==> src/rtl/divider_pkg.sv <==
// Shared definitions for the iterative divider: operation codes, FSM states
// and iteration bookkeeping.
package divider_pkg;

    typedef enum logic [1:0] {
        FN_DIV  = 2'd0,
        FN_DIVU = 2'd1,
        FN_REM  = 2'd2,
        FN_REMU = 2'd3
    } fn_e;

    typedef enum logic [1:0] {
        IDLE = 2'd0,
        CALC = 2'd1,
        DONE = 2'd2
    } state_e;

    localparam int ITERS = 32;
    localparam int CNT_W = 6;

    function automatic logic fn_is_signed(input fn_e f);
        return (f == FN_DIV) || (f == FN_REM);
    endfunction

    function automatic logic fn_is_rem(input fn_e f);
        return (f == FN_REM) || (f == FN_REMU);
    endfunction

endpackage

==> src/rtl/divider_adder.sv <==
// Generic adder/subtractor; addsub=1 computes a - b via two's complement.
module divider_adder #(
    parameter int WIDTH = 33
) (
    input  logic [WIDTH-1:0] a,
    input  logic [WIDTH-1:0] b,
    input  logic             addsub,
    output logic [WIDTH-1:0] sum
);

    logic [WIDTH-1:0] b_eff;

    assign b_eff = addsub ? ~b : b;
    assign sum   = a + b_eff + WIDTH'(addsub);

endmodule

==> src/rtl/divider.sv <==
// Fixed-latency restoring divider: one quotient bit per CALC cycle, plus one
// final CALC cycle that applies signs and registers the result.
module divider
    import divider_pkg::*;
#(
    parameter int XLEN = 32
) (
    input  logic            clk,
    input  logic            rst,
    input  logic            start,
    input  logic [1:0]      fn,
    input  logic [XLEN-1:0] x,
    input  logic [XLEN-1:0] y,
    output logic            busy,
    output logic            valid,
    output logic [XLEN-1:0] out,
    output logic            zero
);

    state_e           state_q, state_d;
    logic             accept, finish;
    fn_e              fn_in, fn_q;
    logic             in_signed, x_neg, y_neg;
    logic [XLEN-1:0]  x_mag, y_mag;
    logic [XLEN-1:0]  rem_q, quo_q, div_q;
    logic [CNT_W-1:0] count_q;
    logic             q_neg_q, r_neg_q;
    logic [XLEN:0]    shifted, diff;
    logic             borrow;
    logic [XLEN-1:0]  q_res, r_res, result;

    always_ff @(posedge clk or posedge rst) begin
        if (rst) state_q <= IDLE;
        else     state_q <= state_d;
    end

    always_comb begin
        state_d = state_q;
        accept  = 1'b0;
        finish  = 1'b0;
        busy    = 1'b0;
        valid   = 1'b0;
        unique case (state_q)
            IDLE: begin
                if (start) begin
                    state_d = CALC;
                    accept  = 1'b1;
                end
            end
            CALC: begin
                busy = 1'b1;
                if (count_q == CNT_W'(ITERS)) begin
                    state_d = DONE;
                    finish  = 1'b1;
                end
            end
            DONE: begin
                valid   = 1'b1;
                state_d = IDLE;
            end
            default: state_d = IDLE;
        endcase
    end

    // Operands are reduced to magnitudes at capture; signs are reapplied at the end.
    always_comb begin
        fn_in     = fn_e'(fn);
        in_signed = fn_is_signed(fn_in);
        x_neg     = in_signed && x[XLEN-1];
        y_neg     = in_signed && y[XLEN-1];
        x_mag     = x_neg ? -x : x;
        y_mag     = y_neg ? -y : y;
    end

    assign shifted = {rem_q, quo_q[XLEN-1]};

    divider_adder #(
        .WIDTH(XLEN + 1)
    ) u_trial_sub (
        .a     (shifted),
        .b     ({1'b0, div_q}),
        .addsub(1'b1),
        .sum   (diff)
    );

    // Partial remainder stays below the divisor, so the top difference bit is the borrow.
    assign borrow = diff[XLEN];

    always_comb begin
        q_res  = q_neg_q ? -quo_q : quo_q;
        r_res  = r_neg_q ? -rem_q : rem_q;
        result = fn_is_rem(fn_q) ? r_res : q_res;
    end

    always_ff @(posedge clk or posedge rst) begin
        if (rst) begin
            rem_q   <= '0;
            quo_q   <= '0;
            div_q   <= '0;
            count_q <= '0;
            fn_q    <= FN_DIV;
            q_neg_q <= 1'b0;
            r_neg_q <= 1'b0;
            out     <= '0;
            zero    <= 1'b1;
        end else if (accept) begin
            rem_q   <= '0;
            quo_q   <= x_mag;
            div_q   <= y_mag;
            count_q <= '0;
            fn_q    <= fn_in;
            // A zero divisor must yield an all-ones quotient, so never negate it.
            q_neg_q <= (x_neg ^ y_neg) && (y != '0);
            r_neg_q <= x_neg;
        end else if (busy) begin
            if (finish) begin
                out  <= result;
                zero <= (result == '0);
            end else begin
                rem_q   <= borrow ? shifted[XLEN-1:0] : diff[XLEN-1:0];
                quo_q   <= {quo_q[XLEN-2:0], ~borrow};
                count_q <= count_q + CNT_W'(1);
            end
        end
    end

endmodule

==> config.mk <==
export PLATFORM = sky130hd
export DESIGN_NAME = divider
export DESIGN_NICKNAME = d
export VERILOG_FILES = /design/src/rtl/divider_pkg.sv /design/src/rtl/divider_adder.sv /design/src/rtl/divider.sv
export SDC_FILE = /design/constraint.sdc
export NUM_CORES = 1
export LEC_CHECK = 0
export ABC_AREA = 1
export CORE_MARGIN = 1
export CORE_UTILIZATION = 40
export DETAILED_ROUTE_END_ITERATION = 10
export RECOVER_POWER = 100
export SYNTH_ARGS = -nofsm -noshare
export SYNTH_HDL_FRONTEND = slang
export SYNTH_SLANG_ARGS = --single-unit
==> constraint.sdc <==
create_clock -name clk -period 8.8 [get_ports clk]
set_clock_uncertainty 0.05 [all_clocks]
set_input_delay 1.76 -clock clk [delete_from_list [all_inputs] [get_ports clk]]
set_output_delay 1.76 -clock clk [all_outputs]
set_load 0.02 [all_outputs]
==> impl_metrics.json <==
{
  "synth-warning-count": 0,
  "postSynthCellCount": 1866,
  "synth_commonest_cells": "sky130_fd_sc_hd__nand2_1 (533), sky130_fd_sc_hd__nand3_1 (234), sky130_fd_sc_hd__inv_1 (206)",
  "synth_top_flop_cell": "sky130_fd_sc_hd__dfrtp_1",
  "critical_path.startpoint_type": "input pin",
  "port-buffer-count": 103,
  "design.final.nets": 2045,
  "fin_cells": 2334,
  "drt-pass1-iter-count": 5,
  "setup_viol": 0,
  "synthDominantAreaCellType": "sky130_fd_sc_hd__dfrtp_1",
  "cts.clk_slew.worst_paths_ps": 70,
  "final-hold-violation-count": 0,
  "mappedNetlistNets": 1974,
  "critical_path.max_stage_delay_ps": 2000,
  "antenna-diode-count": 0,
  "synth.ff_latch_count": 140,
  "die_x_um": 174,
  "grt_max_degree": 98,
  "cts_buffer_depth": 2,
  "slowest_stage": "sky130_fd_sc_hd__clkbuf_1",
  "critical_path_required_ps": 9010,
  "end_kind": "flop",
  "vdd.ir_drop.worst_v": 0.000205,
  "initial_utilization_pct": 40.9,
  "hold_class": "flop to flop",
  "finalCoreUtilization_pct": 47.6,
  "achievable-frequency_ghz": 0.165,
  "post_place_instance_area_sq_mm": 0.0131,
  "timing.max_slew.rel_slack_pct": -196,
  "synth_most_common_cell": "sky130_fd_sc_hd__nand2_1",
  "number_of_global_route_vias_before_repair": 11500,
  "num-fill-cells": 3091,
  "synthArstFlopShare_pct": 100,
  "area.growth.synth_to_final_pct": 16.3,
  "cp_cell_sequence": "dlygate4sd3_1, nand3_2, clkbuf_1, inv_2, clkbuf_1, o31ai_1, o221ai_1, o21ai_0",
  "cap_viol_max_count": 5,
  "postCtsSetupBuffers": 0,
  "grt_pass1_wl_um": 62600,
  "dieHeight_um": 174,
  "routed-via-count": 12500,
  "setup_tns_ps": 0,
  "slew_viol_final": 300,
  "ctsRootBufferMaster": "sky130_fd_sc_hd__clkbuf_16",
  "avgSynthCellArea_sq_um": 6.33,
  "cp_data_arrival_time_ps": 6280,
  "drt_drc_violations_left": 0,
  "violations_in_the_final_reports": "max-capacitance violations, max-slew violations",
  "final_min_period_over_clock_period_pct": 68.9,
  "fin_area_sq_mm": 0.0137,
  "tritoncts.num_buffers": 17,
  "setup_slack_ps": 2740,
  "tritoncts_sinks": 140,
  "dpl_worst_slack_ps": 4080,
  "cts_hold_buf": 0,
  "cts.htree.levels": 4,
  "place.detailed.hpwl_um": 30600,
  "power_per_cell_area_mw_per_mm2": 436,
  "netlist_area_sq_mm": 0.0118,
  "gr-usage-all-layers_pct": 26.1,
  "status": "finished with violations",
  "placeableCoreArea_sq_mm": 0.0289,
  "synth.top_cell.area_share_pct": 29.4,
  "gp_congestion": 0.926,
  "placementRows": 62,
  "routed_wirelength_um": 39100,
  "power_leakage_nw": 6.54,
  "avgRoutedWirePerCell_um": 16.8,
  "number_of_synthesized_flops_with_an_enable_pin": 0,
  "via_per_inst": 5.38,
  "initial_antenna_violation_count": 0,
  "crit_type": "input pin to flop",
  "crit_path_frequent_cell": "sky130_fd_sc_hd__clkbuf_1",
  "dp_cells": 2302,
  "top_cells_by_area_in_the_synthesized_netlist": "sky130_fd_sc_hd__dfrtp_1 (29%), sky130_fd_sc_hd__nand2_1 (17%), sky130_fd_sc_hd__nand3_1 (9.9%), sky130_fd_sc_hd__inv_1 (6.5%), sky130_fd_sc_hd__o21ai_0 (6.4%)",
  "area_of_the_die_sq_mm": 0.0302,
  "first_iter_violations": 1024,
  "drtAntennaViolNets": 0,
  "tritoncts_clock_tree": "yes",
  "path_max_fanout": 64,
  "cts_resized": 0,
  "ios": 104,
  "timing.final.crit_period_ps": 6060,
  "yosysUniqueCellTypes": 51,
  "rsz0062_at_grt": "false",
  "clkLatencyLatePin_ps": 440,
  "grt_overflow_total": 0,
  "ratio_of_cells_with_drive_above_1_in_the_final_layout_pct": 4.41,
  "worst_slew_pin_slew_ps": 4410,
  "ys_seq_area_share_pct": 29.7
}
==> cells by family (layout without fill, tap and decap cells) <==
logic type	Yosys count	count (layout)	share of synthesized area [%]
buffers and inverters	275	359	9.30
and+or+nand+nor	1050	1050	38.2
AOI/OAI and AO/OA	306	306	14.5
adders and majority gates	39	39	4.19
DFF	140	140	29.7
xor gates and xnor gates	56	56	4.15
==> per-stage QoR <==
step,hold WS [ps],power [mW]
final,422,6.00
after global placement,407,5.13
after global routing,447,6.57
after floorplan,403,4.07
after detailed placement,420,5.17
after CTS,432,6.00
==> final timing paths <==
path / start / endpoint / slack, ps / depth (start not counted)
max: start / quo_q[4]$_DFFE_PP0P_ / 2740 / 8
min in group asynchronous: rst / out[2]$_DFFE_PP0P_ / 3060 / 2
max in group asynchronous: rst / div_q[22]$_DFFE_PP0P_ / 3660 / 2
min reg2reg: zero$_DFFE_PP1P_ / zero$_DFFE_PP1P_ / 420 / 2
max reg2reg: state_q[1]$_DFFE_PP0P_ / count_q[5]$_DFFE_PP0P_ / 4020 / 10
min: zero$_DFFE_PP1P_ / zero$_DFFE_PP1P_ / 420 / 2
==> power by group <==
group / internal (mW) / total, mW / switching [mW]
sequential: 0.972 / 1.32 / 0.348
clock: 0.464 / 0.805 / 0.341
combinational: 1.30 / 3.87 / 2.57
total: 2.74 / 6.00 / 3.26
==> registers in the layout, indices dropped and copies added, names as in the netlist <==
name,flops
count_q,6
state_q,2
rem_q,32
q_neg_q,1
quo_q,32
div_q,32
zero,1
out,32
r_neg_q,1
fn_q,1
==> per-layer routing <==
metal	GRT usage [%]	vias up	routed length (um)
met5	0	-	0
met4	6.51	0	654
met3	3.22	37	2270
met2	39.9	366	17200
met1	38.8	5864	19000
li1	-	6281	-
==> critical path, delay by kind of cell <==
family,cells,cell delay [ps]
simple gates,1,70
buf+inv,4,3750
compound gates,3,670
==> cell type report <==
| cell class | count | area [sq um] | share of cell area [%] |
|---|---|---|---|
| Timing Repair Buffer | 113 | 1090 | 7.94 |
| Inverter | 214 | 805 | 5.86 |
| Tap cell | 384 | 480 | 3.50 |
| Sequential cell | 140 | 3500 | 25.5 |
| Clock inverter | 15 | 215 | 1.57 |
| Multi-Input combinational cell | 1451 | 7220 | 52.5 |
| Clock buffer | 17 | 425 | 3.10 |
==> layout by cell type, fill, tap and decap left out, types with 11 or more instances in the layout <==
cell type                         Yosys  routed
sky130_fd_sc_hd__a21oi_1             71      71
sky130_fd_sc_hd__a31oi_1             18      18
sky130_fd_sc_hd__clkbuf_16            0      17
sky130_fd_sc_hd__clkdlybuf4s50_1      0      66
sky130_fd_sc_hd__dfrtp_1            139     139
sky130_fd_sc_hd__dlygate4sd3_1        0      37
sky130_fd_sc_hd__ha_1                38      38
sky130_fd_sc_hd__inv_1              206     206
sky130_fd_sc_hd__nand2_1            533     533
sky130_fd_sc_hd__nand2_2             11      11
sky130_fd_sc_hd__nand3_1            234     233
sky130_fd_sc_hd__nand4_1             18      18
sky130_fd_sc_hd__nor2_1             193     192
sky130_fd_sc_hd__nor3_1              23      23
sky130_fd_sc_hd__o21ai_0            152     155
sky130_fd_sc_hd__o221ai_1            17      17
sky130_fd_sc_hd__xnor2_1             12      12
sky130_fd_sc_hd__xor2_1              44      44
Note: power is estimated with default switching activity, not from simulation.
